===== src/rtl/allpass_pkg.sv =====
// Shared definitions for the allpass cascade and its coefficient sequencer.
// Latency: n/a (types and constants only).
// Backpressure: n/a.
package allpass_pkg;

   // Default coefficient / datapath width shared with the cascade
   localparam int ALLPASS_WIDTH = 16;

   // Coefficient sequencer states
   typedef enum logic [1:0] {
      ST_IDLE   = 2'd0,
      ST_RAMP   = 2'd1,
      ST_SETTLE = 2'd2
   } coef_state_t;

endpackage


===== src/rtl/allpass_coef_ctrl.sv =====
// Sequences the cascade coefficient c to a host target by bounded ramp or jump+flush.
// Latency: jump lands 1 cycle after accept; ramp moves one STEP per sample_en strobe.
// Backpressure: tgt_ready low while busy and during the done cycle; no request queueing.
module allpass_coef_ctrl
   import allpass_pkg::*;
#(
   parameter int WIDTH  = ALLPASS_WIDTH,
   parameter int STEP   = 64,
   parameter int SETTLE = 8
) (
   input  logic                    clk,
   input  logic                    rst,
   input  logic                    sample_en,
   input  logic                    tgt_valid,
   output logic                    tgt_ready,
   input  logic signed [WIDTH-1:0] tgt_c,
   input  logic                    tgt_jump,
   output logic signed [WIDTH-1:0] c,
   output logic                    flush,
   output logic                    busy,
   output logic                    done
);

   localparam int                      CW         = $clog2(SETTLE + 1);
   localparam logic [CW-1:0]           SETTLE_CNT = CW'(SETTLE);
   localparam logic [WIDTH:0]          STEP_MAG   = (WIDTH+1)'(STEP);
   localparam logic signed [WIDTH-1:0] STEP_C     = WIDTH'(STEP);

   coef_state_t             state;
   logic signed [WIDTH-1:0] tgt;
   logic [CW-1:0]           cnt;

   logic signed [WIDTH:0]   diff;
   logic [WIDTH:0]          diff_mag;
   logic                    land;
   logic signed [WIDTH-1:0] c_step;

   // Step/clamp: one extra bit keeps target - c exact across the full signed range
   always_comb begin
      diff     = {tgt[WIDTH-1], tgt} - {c[WIDTH-1], c};
      diff_mag = diff[WIDTH] ? -diff : diff;
      land     = (diff_mag <= STEP_MAG);
      c_step   = diff[WIDTH] ? (c - STEP_C) : (c + STEP_C);
   end

   // The done cycle still holds off requests so a new one lands in a clean IDLE cycle
   assign busy      = (state != ST_IDLE);
   assign tgt_ready = (state == ST_IDLE) && !done;

   // Sequencer FSM with registered coefficient and pulse outputs
   always_ff @(posedge clk) begin
      if (!rst) begin
         state <= ST_IDLE;
         c     <= '0;
         tgt   <= '0;
         cnt   <= '0;
         done  <= 1'b0;
         flush <= 1'b0;
      end else begin
         done  <= 1'b0;
         flush <= 1'b0;
         case (state)
            ST_IDLE: begin
               if (tgt_valid && tgt_ready) begin
                  tgt <= tgt_c;
                  if (tgt_jump) begin
                     c     <= tgt_c;
                     flush <= 1'b1;
                     cnt   <= SETTLE_CNT;
                     state <= ST_SETTLE;
                  end else begin
                     state <= ST_RAMP;
                  end
               end
            end
            ST_RAMP: begin
               if (sample_en) begin
                  if (land) begin
                     c     <= tgt;
                     cnt   <= SETTLE_CNT;
                     state <= ST_SETTLE;
                  end else begin
                     c <= c_step;
                  end
               end
            end
            ST_SETTLE: begin
               if (sample_en) begin
                  cnt <= cnt - 1'b1;
                  if (cnt == CW'(1)) begin
                     done  <= 1'b1;
                     state <= ST_IDLE;
                  end
               end
            end
            default: state <= ST_IDLE;
         endcase
      end
   end

endmodule


===== config.mk =====
export PLATFORM = sky130hd
export DESIGN_NAME = allpass_coef_ctrl
export DESIGN_NICKNAME = d
export VERILOG_FILES = /design/src/rtl/allpass_pkg.sv /design/src/rtl/allpass_coef_ctrl.sv
export SDC_FILE = /design/constraint.sdc
export NUM_CORES = 1
export LEC_CHECK = 0
export ABC_CLOCK_PERIOD_IN_PS = 7800
export CAP_MARGIN = 20
export CORE_MARGIN = 2
export CORE_UTILIZATION = 40
export CTS_CLUSTER_SIZE = 16
export DETAILED_ROUTE_END_ITERATION = 7
export GPL_TIMING_DRIVEN = 1
export MAX_ROUTING_LAYER = met4
export PLACE_DENSITY = 0.7
export SLEW_MARGIN = 20
export SYNTH_ARGS = -nofsm -noshare
export SYNTH_HDL_FRONTEND = slang
export SYNTH_SLANG_ARGS = --single-unit

===== constraint.sdc =====
create_clock -name clk -period 7.8 [get_ports clk]
set_clock_uncertainty 0.2 [all_clocks]
set_input_delay 2.34 -clock clk [delete_from_list [all_inputs] [get_ports clk]]
set_output_delay 2.34 -clock clk [all_outputs]
set_load 0.03 [all_outputs]

==> key figures <==
Layout
  – Commonest non-fill, non-tap cell in the layout: nand2_1
  – Final instance area: 4290 um^2
  – Diode count: 0
  – Most frequent cells in the layout: nand2_1, a21oi_1, dfxtp_1, clkdlybuf4s50_1, inv_1
  – NumNets Final: 553
  – Synthesis-to-finish area growth: 15.1%
  – Share of cells above drive strength 1: 6.55%
  – Util after Layout: 46.9%

Worst setup path
  – CP max stage delay: 440 ps
  – Data required time of the worst path: 7840 ps
  – R2r endpoint: c[4]
  – Worst-path cell chain: inv_1 > ha_1 > fa_1 > nand2b_1 > a211oi_4 > o221ai_2 > o21ai_2 > and2_1 > inv_2 > nor3_1 > nand4b_1 > a2111oi_4 > o311ai_4 > buf_4 > o21ai_2 > o221a_1
  – Worst path slowest cell: a211oi_4
  – Crit start category: flop
  – Crit-path max FO: 19
  – Reg-to-reg slack, setup: 2710 ps
  – CP endpoint kind: flop
  – Critical R2R Launch: tgt[0]
  – Worst path arrival time: 5130 ps
  – Critical path's top delay family: compound AO/OA/AOI/OAI gates
  – Setup CP Type: flop to flop
  – Most frequent CP cell: o21ai_2
  – Critical path buffers and inverters: 3
  – Reg2reg path depth: 16

Synth
  – Synth Flop Type: dfxtp_1
  – Syn Std Cell Area: 3730 um^2
  – Syn Area/Cell: 7.84 um^2
  – Syn Nets: 526
  – Async set or reset register ratio after synthesis: 0%
  – Cells after Synth: 476
  – Yosys warnings: 0
  – Post-synth EDFFs: 0
  – Count of cell types in the netlist: 79
  – Post-synthesis sequential area ratio: 21.5%
  – Yosys reg bits: 40

Global route
  – First-pass GRT wire length: 16000 um
  – Total track usage: 19.6%
  – GRT Residual Overflow: 0
  – Pin count of the biggest net entering global routing: 24
  – Vias in the first global route: 3503
  – Initial antenna violation count: 0

Power and ir drop
  – Internal power: 0.629 mW
  – Reg power frac: 21.8%
  – Worst vdd ir: 0.163 mV
  – Combinational share of power: 62.7%
  – Power density cells: 270 nW/um^2
  – Switch Pwr: 0.529 mW
  – Clk pwr share: 15.5%
  – Design Power: 1.16 mW
  – Leak: 1.69 nW
  – Net Sw Frac: 45.7%

Timing
  – RSZ-0062 raised after global routing: false
  – Setup_tns: 0 ps
  – Final worst-path setup slack: 2710 ps
  – Max-slew violations: 0
  – Peak Freq: 197 MHz
  – Fin crit share: 65.2%
  – Slew @ Worst Pin: 794 ps
  – Fin crit period: 5090 ps
  – Final setup vio count: 0
  – Slew margin rel.: 47.1%
  – Hold Fails Final Rpt: 0

Route
  – Residual DRC: 0
  – Overall routed net length: 9370 um
  – WL/cell: 15.2 um
  – Initial DRT Pass Iterations: 5
  – DRT iter0 DRCs: 163
  – Vias: 3574
  – Detail Route Antenna Nets: 0
  – Vias per cell: 5.81

Placement
  – Placed Area: 4170 um^2
  – Routability congestion estimate: 0.892
  – HPWL Detailed: 7390 um
  – Setup WS pre-CTS: 2500 ps
  – Input/output buffers: 40

CTS
  – Root Driver: clkbuf_8
  – Clock net sink count: 40
  – TritonCTS clock tree: done
  – Clock latency on the worst-skew pair: 300 ps
  – Post CTS Setup Buffer Count: 0
  – Hold buffer count at cts: 0
  – CTS Buf Count: 5
  – Clock Tree Buf Depth: 2
  – CTS clock-pin slew for the worst setup and hold paths: 80 ps
  – Cts repair resizes: 0
  – Htree depth: 2

Status
  – Status: finished, final reports clean

Hold path
  – HP Class: flop to flop
  – Worst hold path endpoint: tgt[5]
  – Hold path start: tgt[5]
  – Hold Path Depth: 2

Floorplan
  – Chip Height: 101 um
  – Die area: 10100 um^2
  – CORE AREA: 9150 um^2
  – Number of core rows: 35
  – Initial Util: 40.8%
  – DIE WIDTH: 101 um
  – I/O pin cnt: 41

Flow run
  – Max-cap violations: 0
## cell families (layout without fill, tap and decap cells)
group	count (synthesis)	after routing	share of synthesized area [%]
and+or+nand+nor	164	164	22.7
AOI/OAI and AO/OA	154	154	30.7
buffers and inverters	54	82	6.11
DFF	40	40	21.5
adders and majority gates	29	29	10.1
xor gates and xnor gates	18	18	4.23
muxes	17	17	4.60
## cell type report
type | instances | area (um^2)
Clock buffer | 6 | 82.6
Clock inverter | 2 | 38.8
Fill cell | 874 | 4860
Inverter | 33 | 124
Multi-Input combinational cell | 382 | 2700
Sequential cell | 40 | 801
Tap cell | 111 | 139
Timing Repair Buffer | 41 | 408
## flip-flops by register name, indices dropped and copies added, names as in the netlist
name,cells
c,16
tgt,16
cnt,4
state,2
done,1
flush,1
## routing by layer
metal  track usage (%)  part of all wire, %  vias to the layer above  wire [um]
met5                 -                    0                        -          0
met4              6.32                  1.5                        0        143
li1                  -                    -                     1810          -
met1              24.6                   46                     1652       4340
met3              2.70                  3.8                       18        356
met2              32.6                   48                       94       4530
## synth_stat cells (3+ instances only)
master,count,share of area (%)
a211o_1,3,0.70
a211oi_1,5,1.0
a21o_1,5,1.0
a21oi_1,51,6.8
a31oi_1,3,0.50
and2_1,8,1.3
and3_1,3,0.50
buf_2,4,0.54
buf_4,3,0.60
clkbuf_1,11,1.1
dfxtp_1,40,21
ha_1,27,9.1
inv_1,32,3.2
mux2i_1,16,4.3
nand2_1,62,6.2
nand2b_1,3,0.50
nand3_1,9,1.2
nand4_1,4,0.67
nor2_1,29,2.9
nor2b_1,3,0.50
nor3_1,10,1.3
nor4_1,6,1.0
nor4b_2,3,1.2
o211ai_1,8,1.6
o21a_1,5,1.0
o21ai_0,12,1.6
o21ai_1,4,0.54
o21bai_1,4,0.81
o221a_1,7,2.1
o221ai_1,10,2.3
o22ai_1,6,1.0
o31ai_1,5,1.0
or3_1,4,0.67
xnor2_1,12,2.8
xor2_1,6,1.4
## how the worst max path moves through the flow
stage                     cells past startpoint  slack [ps]       from  endpoint
after floorplan                              20        3610       c[0]     c[15]
after global placement                        6        2650  tgt_valid     c[12]
after detailed placement                      6        2500  tgt_valid     c[15]
after CTS                                    20        2720     tgt[0]     c[15]
after global routing                         20        2370     tgt[0]     c[15]
final                                        16        2710     tgt[0]      c[4]
## through the flow
stage                     std cells  hold slack [ps]
after floorplan                 476              250
after global placement          607              261
after detailed placement        607              270
after CTS                       615              281
after global routing            615              304
final                           615              279
## power by group through the flow
| stage | registers, mW | clock network (mW) | logic, mW |
|---|---|---|---|
| after floorplan | 0.269 | 0 | 0.555 |
| after global placement | 0.256 | 0 | 0.704 |
| after detailed placement | 0.257 | 0 | 0.718 |
| after CTS | 0.252 | 0.182 | 0.722 |
| after global routing | 0.255 | 0.191 | 0.807 |
| final | 0.252 | 0.180 | 0.726 |
## worst register-to-register path, stage by stage, from the launching register on
cell and delay (ps):
dfxtp_1 360, inv_1 60, ha_1 210, fa_1 410
nand2b_1 250, a211oi_4 440, o221ai_2 200, o21ai_2 250
and2_1 410, inv_2 230, nor3_1 310, nand4b_1 190
a2111oi_4 420, o311ai_4 140, buf_4 250, o21ai_2 450
o221a_1 260
No activity file was read; power rests on OpenSTA's default activity.
